**config.mk**
```make
export PLATFORM = sky130hd
export DESIGN_NAME = qea_run_controller
export DESIGN_NICKNAME = d
export VERILOG_FILES = /design/src/rtl/qea_ctrl_pkg.sv /design/src/rtl/qea_rd_hold.sv /design/src/rtl/qea_run_controller.sv
export SDC_FILE = /design/constraint.sdc
export NUM_CORES = 1
export LEC_CHECK = 0
export CAP_MARGIN = 20
export CORE_AREA = 5 5 486 488
export DETAILED_ROUTE_END_ITERATION = 10
export DIE_AREA = 0 0 491 493
export GPL_TIMING_DRIVEN = 0
export PLACE_DENSITY = 0.3
export SLEW_MARGIN = 20
export SYNTH_ARGS = -nofsm -noshare
export SYNTH_HDL_FRONTEND = slang
export SYNTH_SLANG_ARGS = --single-unit
```
**constraint.sdc**
```tcl
create_clock -name clk -period 30.4 [get_ports clk]
set_input_delay 9.12 -clock clk [delete_from_list [all_inputs] [get_ports clk]]
set_output_delay 9.12 -clock clk [all_outputs]
set_load 0.01 [all_outputs]
```
**src/rtl/qea_ctrl_pkg.sv**
```systemverilog
// qea_ctrl_pkg: shared FSM state type, fixed-point unit and depth helper
package qea_ctrl_pkg;
    typedef enum logic [3:0] {
        S_IDLE, S_LD_CTX, S_LD_ST, S_START, S_RUN, S_RD_ISSUE, S_RD_WAIT, S_RD_OUT, S_FIN
    } state_t;

    // 1.0 at 30 fraction bits
    localparam logic [63:0] ONE_FXP = 64'd1 << 30;

    function automatic logic [63:0] depth_of(input int qbit_num, input int pe_num_width);
        return (qbit_num < pe_num_width) ? 64'd0 : 64'd1 << (qbit_num - pe_num_width);
    endfunction
endpackage

```
**src/rtl/qea_rd_hold.sv**
```systemverilog
// qea_rd_hold: delays a read issue by RD_LAT cycles, captures RAM data and
// presents it on a valid/ready port until accepted.
module qea_rd_hold #(
    parameter int W      = 256,
    parameter int RD_LAT = 1
) (
    input  logic         clk,
    input  logic         rst,
    input  logic         issue,
    input  logic         ready,
    input  logic [W-1:0] dout,
    output logic         cap,
    output logic         valid,
    output logic [W-1:0] word
);
    logic [RD_LAT-1:0] pipe;

    assign cap = pipe[RD_LAT-1];

    always_ff @(posedge clk or posedge rst) begin
        if (rst) begin
            pipe  <= '0;
            valid <= 1'b0;
            word  <= '0;
        end else begin
            pipe <= RD_LAT'({pipe, issue});
            if (cap) begin
                valid <= 1'b1;
                word  <= dout;
            end else if (ready) begin
                valid <= 1'b0;
            end
        end
    end
endmodule

```
**src/rtl/qea_run_controller.sv**
```systemverilog
// qea_run_controller: runs one QEA command end to end: context load, state
// init, start/run with timeout, and optional state readout.
module qea_run_controller
    import qea_ctrl_pkg::*;
#(
    parameter int PE_NUM_WIDTH     = 2,
    parameter int PE_NUM           = 4,
    parameter int DATA_WIDTH       = 32,
    parameter int STATE_DATA_WIDTH = 64,
    parameter int STATE_ADDR_WIDTH = 16,
    parameter int CTX_DATA_WIDTH   = 64,
    parameter int CTX_ADDR_WIDTH   = 16,
    parameter int MAX_QBIT_WIDTH   = 6,
    parameter int NUM_FRAC_BIT     = 30,
    parameter int RD_LAT           = 1,
    parameter int TIMEOUT_CYCLES   = 0
) (
    input  logic                               clk,
    input  logic                               rst,
    input  logic                               i_cmd_valid,
    output logic                               o_cmd_ready,
    input  logic [MAX_QBIT_WIDTH-1:0]          i_cmd_qbit_num,
    input  logic [CTX_ADDR_WIDTH:0]            i_cmd_ins_num,
    input  logic                               i_cmd_state_mode,
    input  logic                               i_cmd_readout,
    input  logic                               i_ctx_valid,
    output logic                               o_ctx_ready,
    input  logic [CTX_DATA_WIDTH-1:0]          i_ctx_word,
    input  logic                               i_st_valid,
    output logic                               o_st_ready,
    input  logic [PE_NUM*STATE_DATA_WIDTH-1:0] i_st_word,
    output logic                               o_rd_valid,
    input  logic                               i_rd_ready,
    output logic [PE_NUM*STATE_DATA_WIDTH-1:0] o_rd_word,
    output logic                               o_rd_last,
    output logic                               o_qea_ctx_en,
    output logic                               o_qea_ctx_wea,
    output logic [CTX_ADDR_WIDTH-1:0]          o_qea_ctx_addr,
    output logic [CTX_DATA_WIDTH-1:0]          o_qea_ctx_data,
    output logic [PE_NUM-1:0]                  o_qea_state_ena,
    output logic [PE_NUM-1:0]                  o_qea_state_wea,
    output logic [STATE_ADDR_WIDTH-1:0]        o_qea_state_addra,
    output logic [PE_NUM*STATE_DATA_WIDTH-1:0] o_qea_state_dina,
    output logic                               o_qea_start,
    output logic [MAX_QBIT_WIDTH-1:0]          o_qea_qbit_num,
    input  logic                               i_qea_complete,
    input  logic [PE_NUM*STATE_DATA_WIDTH-1:0] i_qea_state_dout,
    output logic                               o_busy,
    output logic                               o_done,
    output logic                               o_err_cfg,
    output logic                               o_err_timeout,
    output logic [31:0]                        o_cycle_count
);
    localparam int SW = PE_NUM * STATE_DATA_WIDTH;
    // rescale the 30-fraction-bit unit to NUM_FRAC_BIT
    localparam logic [DATA_WIDTH-1:0] ONE = DATA_WIDTH'((ONE_FXP >> 30) << NUM_FRAC_BIT);
    localparam logic [SW-1:0] INIT0 = {ONE, {(SW-DATA_WIDTH){1'b0}}};
    localparam logic [CTX_ADDR_WIDTH:0] INS_MAX = {1'b1, {CTX_ADDR_WIDTH{1'b0}}};

    state_t state, nxt;
    logic mode, rdo, cfg_bad, rd_iss, rd_hs, cap, ptr_last, ctx_last, to_hit;
    logic [63:0] depth;
    logic [CTX_ADDR_WIDTH-1:0] ins_last, cnt;
    logic [STATE_ADDR_WIDTH-1:0] last, ptr;

    assign depth    = depth_of(int'(i_cmd_qbit_num), PE_NUM_WIDTH);
    assign cfg_bad  = int'(i_cmd_qbit_num) < PE_NUM_WIDTH
                   || int'(i_cmd_qbit_num) - PE_NUM_WIDTH > STATE_ADDR_WIDTH
                   || i_cmd_ins_num > INS_MAX;
    assign ptr_last = ptr == last;
    assign ctx_last = cnt == ins_last;
    assign to_hit   = TIMEOUT_CYCLES != 0 && o_cycle_count == 32'(TIMEOUT_CYCLES - 1);
    assign rd_hs    = state == S_RD_OUT && i_rd_ready;
    assign o_cmd_ready = state == S_IDLE;
    assign o_busy      = state != S_IDLE;
    assign o_rd_last   = o_rd_valid && ptr_last;

    qea_rd_hold #(.W(SW), .RD_LAT(RD_LAT)) u_hold (
        .clk   (clk),
        .rst   (rst),
        .issue (rd_iss),
        .ready (rd_hs),
        .dout  (i_qea_state_dout),
        .cap   (cap),
        .valid (o_rd_valid),
        .word  (o_rd_word)
    );

    always_ff @(posedge clk or posedge rst) begin
        if (rst) begin
            state          <= S_IDLE;
            o_qea_qbit_num <= '0;
            mode           <= 1'b0;
            rdo            <= 1'b0;
            ins_last       <= '0;
            last           <= '0;
            cnt            <= '0;
            ptr            <= '0;
            o_err_cfg      <= 1'b0;
            o_err_timeout  <= 1'b0;
            o_cycle_count  <= '0;
        end else begin
            state <= nxt;
            if (state == S_IDLE && i_cmd_valid) begin
                o_qea_qbit_num <= i_cmd_qbit_num;
                mode           <= i_cmd_state_mode;
                rdo            <= i_cmd_readout;
                ins_last       <= CTX_ADDR_WIDTH'(i_cmd_ins_num - 1'b1);
                last           <= STATE_ADDR_WIDTH'(depth - 64'd1);
                cnt            <= '0;
                ptr            <= '0;
                o_err_cfg      <= cfg_bad;
                o_err_timeout  <= 1'b0;
            end
            if (o_qea_ctx_en) cnt <= cnt + 1'b1;
            if (o_qea_state_wea[0] || rd_hs) ptr <= ptr + 1'b1;
            if (state == S_START) begin
                ptr           <= '0;
                o_cycle_count <= '0;
            end
            if (state == S_RUN) begin
                if (~&o_cycle_count) o_cycle_count <= o_cycle_count + 1'b1;
                if (!i_qea_complete && to_hit) o_err_timeout <= 1'b1;
            end
        end
    end

    always_comb begin
        nxt               = state;
        o_ctx_ready       = 1'b0;
        o_st_ready        = 1'b0;
        o_qea_ctx_en      = 1'b0;
        o_qea_ctx_wea     = 1'b0;
        o_qea_ctx_addr    = '0;
        o_qea_ctx_data    = '0;
        o_qea_state_ena   = '0;
        o_qea_state_wea   = '0;
        o_qea_state_addra = '0;
        o_qea_state_dina  = '0;
        o_qea_start       = 1'b0;
        o_done            = 1'b0;
        rd_iss            = 1'b0;
        case (state)
            S_IDLE: if (i_cmd_valid) nxt = cfg_bad ? S_FIN : (i_cmd_ins_num == '0 ? S_LD_ST : S_LD_CTX);
            S_LD_CTX: begin
                o_ctx_ready = 1'b1;
                if (i_ctx_valid) begin
                    o_qea_ctx_en   = 1'b1;
                    o_qea_ctx_wea  = 1'b1;
                    o_qea_ctx_addr = cnt;
                    o_qea_ctx_data = i_ctx_word;
                    if (ctx_last) nxt = S_LD_ST;
                end
            end
            S_LD_ST: begin
                o_st_ready = mode;
                if (!mode || i_st_valid) begin
                    o_qea_state_ena   = '1;
                    o_qea_state_wea   = '1;
                    o_qea_state_addra = ptr;
                    o_qea_state_dina  = mode ? i_st_word : (ptr == '0 ? INIT0 : '0);
                    if (ptr_last) nxt = S_START;
                end
            end
            S_START: begin
                o_qea_start = 1'b1;
                nxt = S_RUN;
            end
            S_RUN: if (i_qea_complete) nxt = rdo ? S_RD_ISSUE : S_FIN; else if (to_hit) nxt = S_FIN;
            S_RD_ISSUE: begin
                o_qea_state_ena   = '1;
                o_qea_state_addra = ptr;
                rd_iss = 1'b1;
                nxt = S_RD_WAIT;
            end
            S_RD_WAIT: if (cap) nxt = S_RD_OUT;
            S_RD_OUT: if (i_rd_ready) nxt = ptr_last ? S_FIN : S_RD_ISSUE;
            S_FIN: begin
                o_done = 1'b1;
                nxt = S_IDLE;
            end
            default: nxt = S_IDLE;
        endcase
    end
endmodule

```
# Word level (Yosys, flattened, before mapping)
# Cells that the tools add are included.
[word_totals] reg_bits=367 latchBits=0 mem_bits_rw=0 rom_bits=0 in_bits=608 output_inout_bits=666 word_cells=101 mem_count=0
[classes] addsub=6 multipliers=0 div=0 order_cmp=3 eq_ne=18 n_shift=1 muxes=43 n_bitwise=0 reduce_logical=17
[op_table] operator="2-to-1 mux 256 bit" n=3
[op_table] operator="2-to-1 mux 255 bit" n=1
[op_table] operator="2-to-1 mux 16 bit" n=8
[op_table] operator="2-to-1 mux 64 bit" n=2
[op_table] operator="2-to-1 mux 32 bit" n=3
[op_table] operator="2-to-1 mux 4 bit" n=13
[op_table] operator="adder 16 x 1 -> 16 bit, second input constant" n=2
[op_table] operator="adder 32 x 1 -> 32 bit, second input constant" n=1
[op_table] operator="== test 16 bit" n=2
[op_table] operator="one-hot mux 16 bit (2 select lines)" n=1
[op_table] operator="one-hot mux 4 bit (8 select lines)" n=1
[op_table] operator="AND reduction 32 bit" n=1
[op_table] operator="<< shifter 1 x 32 -> 16 bit, first input constant" n=1
[op_table] operator="subtractor 16 x 1 -> 16 bit, second input constant" n=2
[op_table] operator="greater-than comparator 17 bit, second input constant" n=1
[op_table] operator="logical NOT 17 bit" n=1
[op_table] operator="== test 4 x 3 -> 1 bit, second input constant" n=4
[op_table] operator="logical NOT 16 bit" n=1
[op_table] operator="inequality test 2 bit, second input constant" n=7
[op_table] operator="2-to-1 mux 1 bit" n=9
[op_table] operator="== test 4 x 2 -> 1 bit, second input constant" n=2
[op_table] operator="one-hot mux 4 bit (2 select lines)" n=1
[op_table] operator="AND reduction 8 bit" n=1
[op_table] operator="greater-than comparator 7 x 6 -> 1 bit, second input constant" n=1
[op_table] operator="13 further kinds" n=19

# Logic depth before layout (Yosys ltp)
[logic_depth] ltp_word=7 mapped_depth=13 ltp_nobuf=11

# Modules after synthesis
# A second synthesis with hierarchy kept.
[unflattened] cells_unflattened=1683 area_unflattened_um2=19352.3
[modules_own_cells] mod="qea_rd_hold" instances=1 cells_each=546 area_per_inst_um2=10577.6 seq_area_each_um2=6456.2
[modules_own_cells] mod="qea_run_controller" instances=1 cells_each=1137 area_per_inst_um2=8774.7 seq_area_each_um2=2727.6

# Least setup slack after synthesis
# Ideal clock, no wire load.
[synth_timing] path_type="input port to output port" startpoint="in i_st_valid" endpoint="out o_qea_state_ena[1]" t_arrival_ns=10.396 required_time_ns=21.280 slack_ns=10.884 cell_stages=7 path_buffers=2 path_cell_list="nand2b_1 nand2_1 inv_1 nor2_1 clkbuf_1 inv_1 buf_4"
[synth_via] elab_chain_len=3
[synth_lines] item="start, declared" line="qea_run_controller.sv:29" text="input logic i_st_valid,"
[synth_lines] item="logical OR 1 bit" line="qea_run_controller.sv:157" text="if (!mode || i_st_valid) begin"
[synth_lines] item="2-to-1 mux 4 bit" line="qea_run_controller.sv:157"
[synth_lines] item="one-hot mux 4 bit (2 select lines)" line="qea_run_controller.sv:143" text="case (state)"
[synth_lines] item="end, declared" line="qea_run_controller.sv:40" text="output logic [PE_NUM-1:0] o_qea_state_ena,"
# Every way passes these cells.

# Worst setup path in the final report
[layout_timing] startpoint="in i_st_valid" endpoint="out o_qea_state_dina[234]"
[layout_via] elab_chain_len=3
[layout_lines] item="logical OR 1 bit" line="qea_run_controller.sv:157"
[layout_lines] item="2-to-1 mux 256 bit" line="qea_run_controller.sv:157"
[layout_lines] item="2-to-1 mux 256 bit" line="qea_run_controller.sv:143"
[layout_lines] item="end, declared" line="qea_run_controller.sv:43" text="output logic [PE_NUM*STATE_DATA_WIDTH-1:0] o_qea_state_dina,"
# Every way passes these cells.

==> summary.md <==
| Metric | Value |
|---|---|
| Skew final | 58.2 ps |
| Fin nets | 3608 |
| 1st-pass router iterations | 5 |
| R2R depth | 8 |
| DRT met1 WL | 74800 um |
| Max-slew violations | 0 |
| Initial Util | 0.0785 |
| Worst R2R End | cnt[14]$_DFFE_PP0P_ |
| Hold path depth | 2 |
| Clock power frac | 0.306 |
| Worst-Margin Slew | 941 ps |
| Sink Count | 367 |
| Ys Warns | 0 |
| Syn Std Cell Area | 0.0182 mm2 |
| Max-cap viol count | 0 |
| DIE AREA | 0.242 mm2 |
| Storage element area | 0.00918 mm2 |
| Setup Total Neg Slack | 0 ps |
| First-pass GRT wire length | 256000 um |
| Post-synthesis simple-gate area fraction | 0.208 |
| Sw power | 0.854 mW |
| Die width | 491 um |
| Crit Path Class | in -> out |
| Postcts setup bufs | 0 |
| Minimum clock period | 21860 ps |
| P_int | ~1.4 mW |
| Syn Inst Count | 1661 |
| Adder-Cell Fraction of Synth Area | 0.00482 |
| Core Region | about 0.23 mm2 |
| Final setup viols | 0 |
| Comb pwr share | 0.389 |
| Gr usage total | 0.165 |
| Hold_buf cts | 0 |
| Post-route DRC violation count | 0 |
| Nature of the critical path endpoint | primary output |
| Worst hold slack | 488 ps |
| Initial antenna violation count | 86 |
| Antenna-violating nets left | 0 |
| Critical path data required time | 21280 ps |
| Final hold vios | 0 |
| Largest family of logic cells by synthesized area | simple AND/OR/NAND/NOR gates |
| Rel. slew slack | 0.373 |
| Post-synth cell types | 68 |
| Final HPWL DP | 186000 um |
| Highest metal used | met5 |
| Unrepaired setup endpoints after global routing | false |
| Multi-input gate area | 0.00840 mm2 |
| Met2 WL | 107000 um |
| Proportion of layout cells with a drive suffix above 1 | 0.133 |
| CTS tree | yes |
| Vias in the first global route | about 20000 |
| Via-to-Cell Ratio | 3.11 |
| Hold endpoint | o_err_cfg$_DFFE_PP0P_ |
| Port Buf Inserts | between 1000 and 1500 |
| Area Overhead vs Synth | 103% |
| Largest net degree at the start of global routing | 88 |
| Final Cycle Share | 0.719 |
| Sequential share of the synthesized area | 0.506 |
| Async set-reset flop share out of synthesis | 1.00 |
| Routed wire per std cell | about 34 um |
| R2r startpoint | state[1]$_DFFE_PP0P_ |
| Reg clk slew, reported paths | 60 ps |
| Io pins | 1274 |
| P_leak | 14.6 nW |
| Final Total Pwr | 2.30 mW |
| Crit start category | primary input |
| WL final | 209000 um |
| Met3 WL | about 21000 um |
| Gpl congestion | between 0.9 and 1 |
| VDD IR-drop max | 0.0000433 V |
| Clk_lat worst skew | approximately 700 ps |
| H-tree Lvls | 2 |
| Syn_area_per_cell | roughly 11 um2 |
| Achievable Freq | between 40 and 50 MHz |
| Cts bufs inserted | 55 |
| Row cnt | 177 |
| Post-Synth XOR/XNOR Area | 0.0280 |
| Fill cells | approximately 26000 |
| Post-synthesis mux area share | 0.164 |
| Hold Crit Start | o_err_cfg$_DFFE_PP0P_ |
| Sw frac | 0.372 |
| R2R Setup Slk | 27320 ps |
| DRT iter0 DRCs | 825 |
| Seq cells post-synth | 367 |
| Status | complete, no violations |
| HP Class | reg -> reg |
| Die Y | 493 um |
| CP Max Fanout | 10 |
| Sequential share of power | 0.306 |
| Clock Tree Buf Depth | 3 |
| Crit path DAT | 12740 ps |
| Post-CTS resize count | 0 |
| Grt ovf | 0 |
| Clock Root Buffer | clkbuf_16 |
| Post-synth EDFFs | 0 |
| Via count | 19000 |
| Complex-gate fraction of the synthesized area | 0.0566 |
| Net count after synthesis | between 2000 and 2500 |
| Synth Flop Type | dfrtp_1 |
| PwrDens | 62.4 mW/mm2 |
-- cells in the final DEF, fill, tap and decap left out, types with 4 or more instances in the layout --
cell type        instances
a211oi_1                 4
clkbuf_8                 9
nand3_1                 49
mux2_2                 258
clkbuf_2                 4
ha_1                     7
nor2_1                  55
or4_1                    4
buf_4                   10
a21oi_1                 11
dfrtp_1                367
o21ai_0                 72
nand4_1                 23
nand2_1                102
clkbuf_1               103
bufinv_16                7
and4_1                   7
xnor2_1                 41
buf_16                   5
nor4_1                   7
and3_1                  84
clkbuf_16               55
o211ai_1                15
clkinvlp_4               6
and2_1                 264
mux2i_1                  8
nor2b_1                 17
a21o_1                   7
a31oi_1                 10
nor3_1                  10
nor4b_1                  5
inv_1                   19
xor2_1                  17
diode_2                 19
o31ai_1                 22
clkinv_2                11
clkdlybuf4s50_1       1269
or3_1                    5
buf_2                   12
-- flip-flops by register name (all words and copies together) (netlist names) --
signal          cells
cnt                16
ins_last           16
last               16
mode                1
o_cycle_count      32
o_err_cfg           1
o_qea_qbit_num      6
ptr                16
rdo                 1
state               4
u_hold.cap          1
u_hold.valid        1
u_hold.word       256
-- synthesized netlist by cell type, types with 11 or more instances --
master,instances,share of area
inv_1,20,0.0041
xor2_1,17,0.0082
nor2b_1,17,0.0059
clkbuf_1,99,0.020
nand3_1,49,0.013
dfrtp_1,367,0.51
nor2_1,55,0.011
xnor2_1,41,0.020
o31ai_1,22,0.0091
nand2_1,102,0.021
nand4_1,23,0.0079
o21ai_0,72,0.020
and3_1,84,0.029
mux2_2,258,0.16
a21oi_1,11,0.0030
and2_1,264,0.091
o211ai_1,15,0.0062
-- layout make-up --
type | count | area share
Timing Repair Buffer | 1275 | 0.349
Multi-Input combinational cell | 1151 | 0.228
Sequential cell | 367 | 0.249
Antenna cell | 19 | 0.00129
Clock inverter | 31 | 0.0112
Clock buffer | 71 | 0.0415
Inverter | 21 | 0.00234
Tap cell | 3043 | 0.103
Buffer | 122 | 0.0140
-- routing by layer --
metal	vias up	GRT usage
met2	867	0.303
li1	8421	-
met1	9429	0.171
met5	-	0
met3	221	0.0763
met4	40	0.0398
-- worst max-delay path, stage by stage --
cell and delay (ps):
clkdlybuf4s50_1 470, and3_1 660, buf_2 550, clkbuf_1 510, and2_1 400, clkdlybuf4s50_1 960
-- per-stage QoR --
stage / cells / setup slack (ps) / utilization / area (um2)
floorplan: 1661 / 10880 / - / 18200
global placement: 5973 / 2860 / 0.150 / 34700
CTS: 6081 / 8260 / 0.159 / 36800
detailed placement: 5979 / 8280 / 0.151 / 34800
global route: 6085 / 8380 / 0.159 / 36800
finish: 6100 / 8540 / 0.159 / 36800
-- power by group through the flow --
stage | Clock [mW] | Combinational, mW | Sequential [mW]
CTS | 0.740 | 0.932 | 0.706
finish | 0.702 | 0.893 | 0.702
global placement | 0 | 0.929 | 0.711
global route | 0.749 | 0.962 | 0.719
detailed placement | 0 | 0.925 | 0.711
floorplan | 0 | 0.241 | 0.731
-- how the worst max path moves through the flow --
stage / from / to / slack, ps / depth (start not counted)
global placement: rst / u_hold.word[151]$_DFFE_PP0P_ / 2860 / 2
finish: i_st_valid / o_qea_state_dina[234] / 8540 / 6
global route: i_st_valid / o_qea_state_dina[227] / 8380 / 6
floorplan: i_st_valid / o_qea_state_ena[1] / 10880 / 7
CTS: i_st_valid / o_qea_state_dina[227] / 8260 / 6
detailed placement: i_st_valid / o_qea_state_dina[227] / 8280 / 6
-- cells by family after synthesis --
group	after synthesis
and+or+nand+nor	657
buffers and inverters	143
DFF	367
muxes	266
xor gates and xnor gates	58
AOI/OAI and AO/OA	162
adders and majority gates	7
other	1
(Power assumes the default switching activity.)
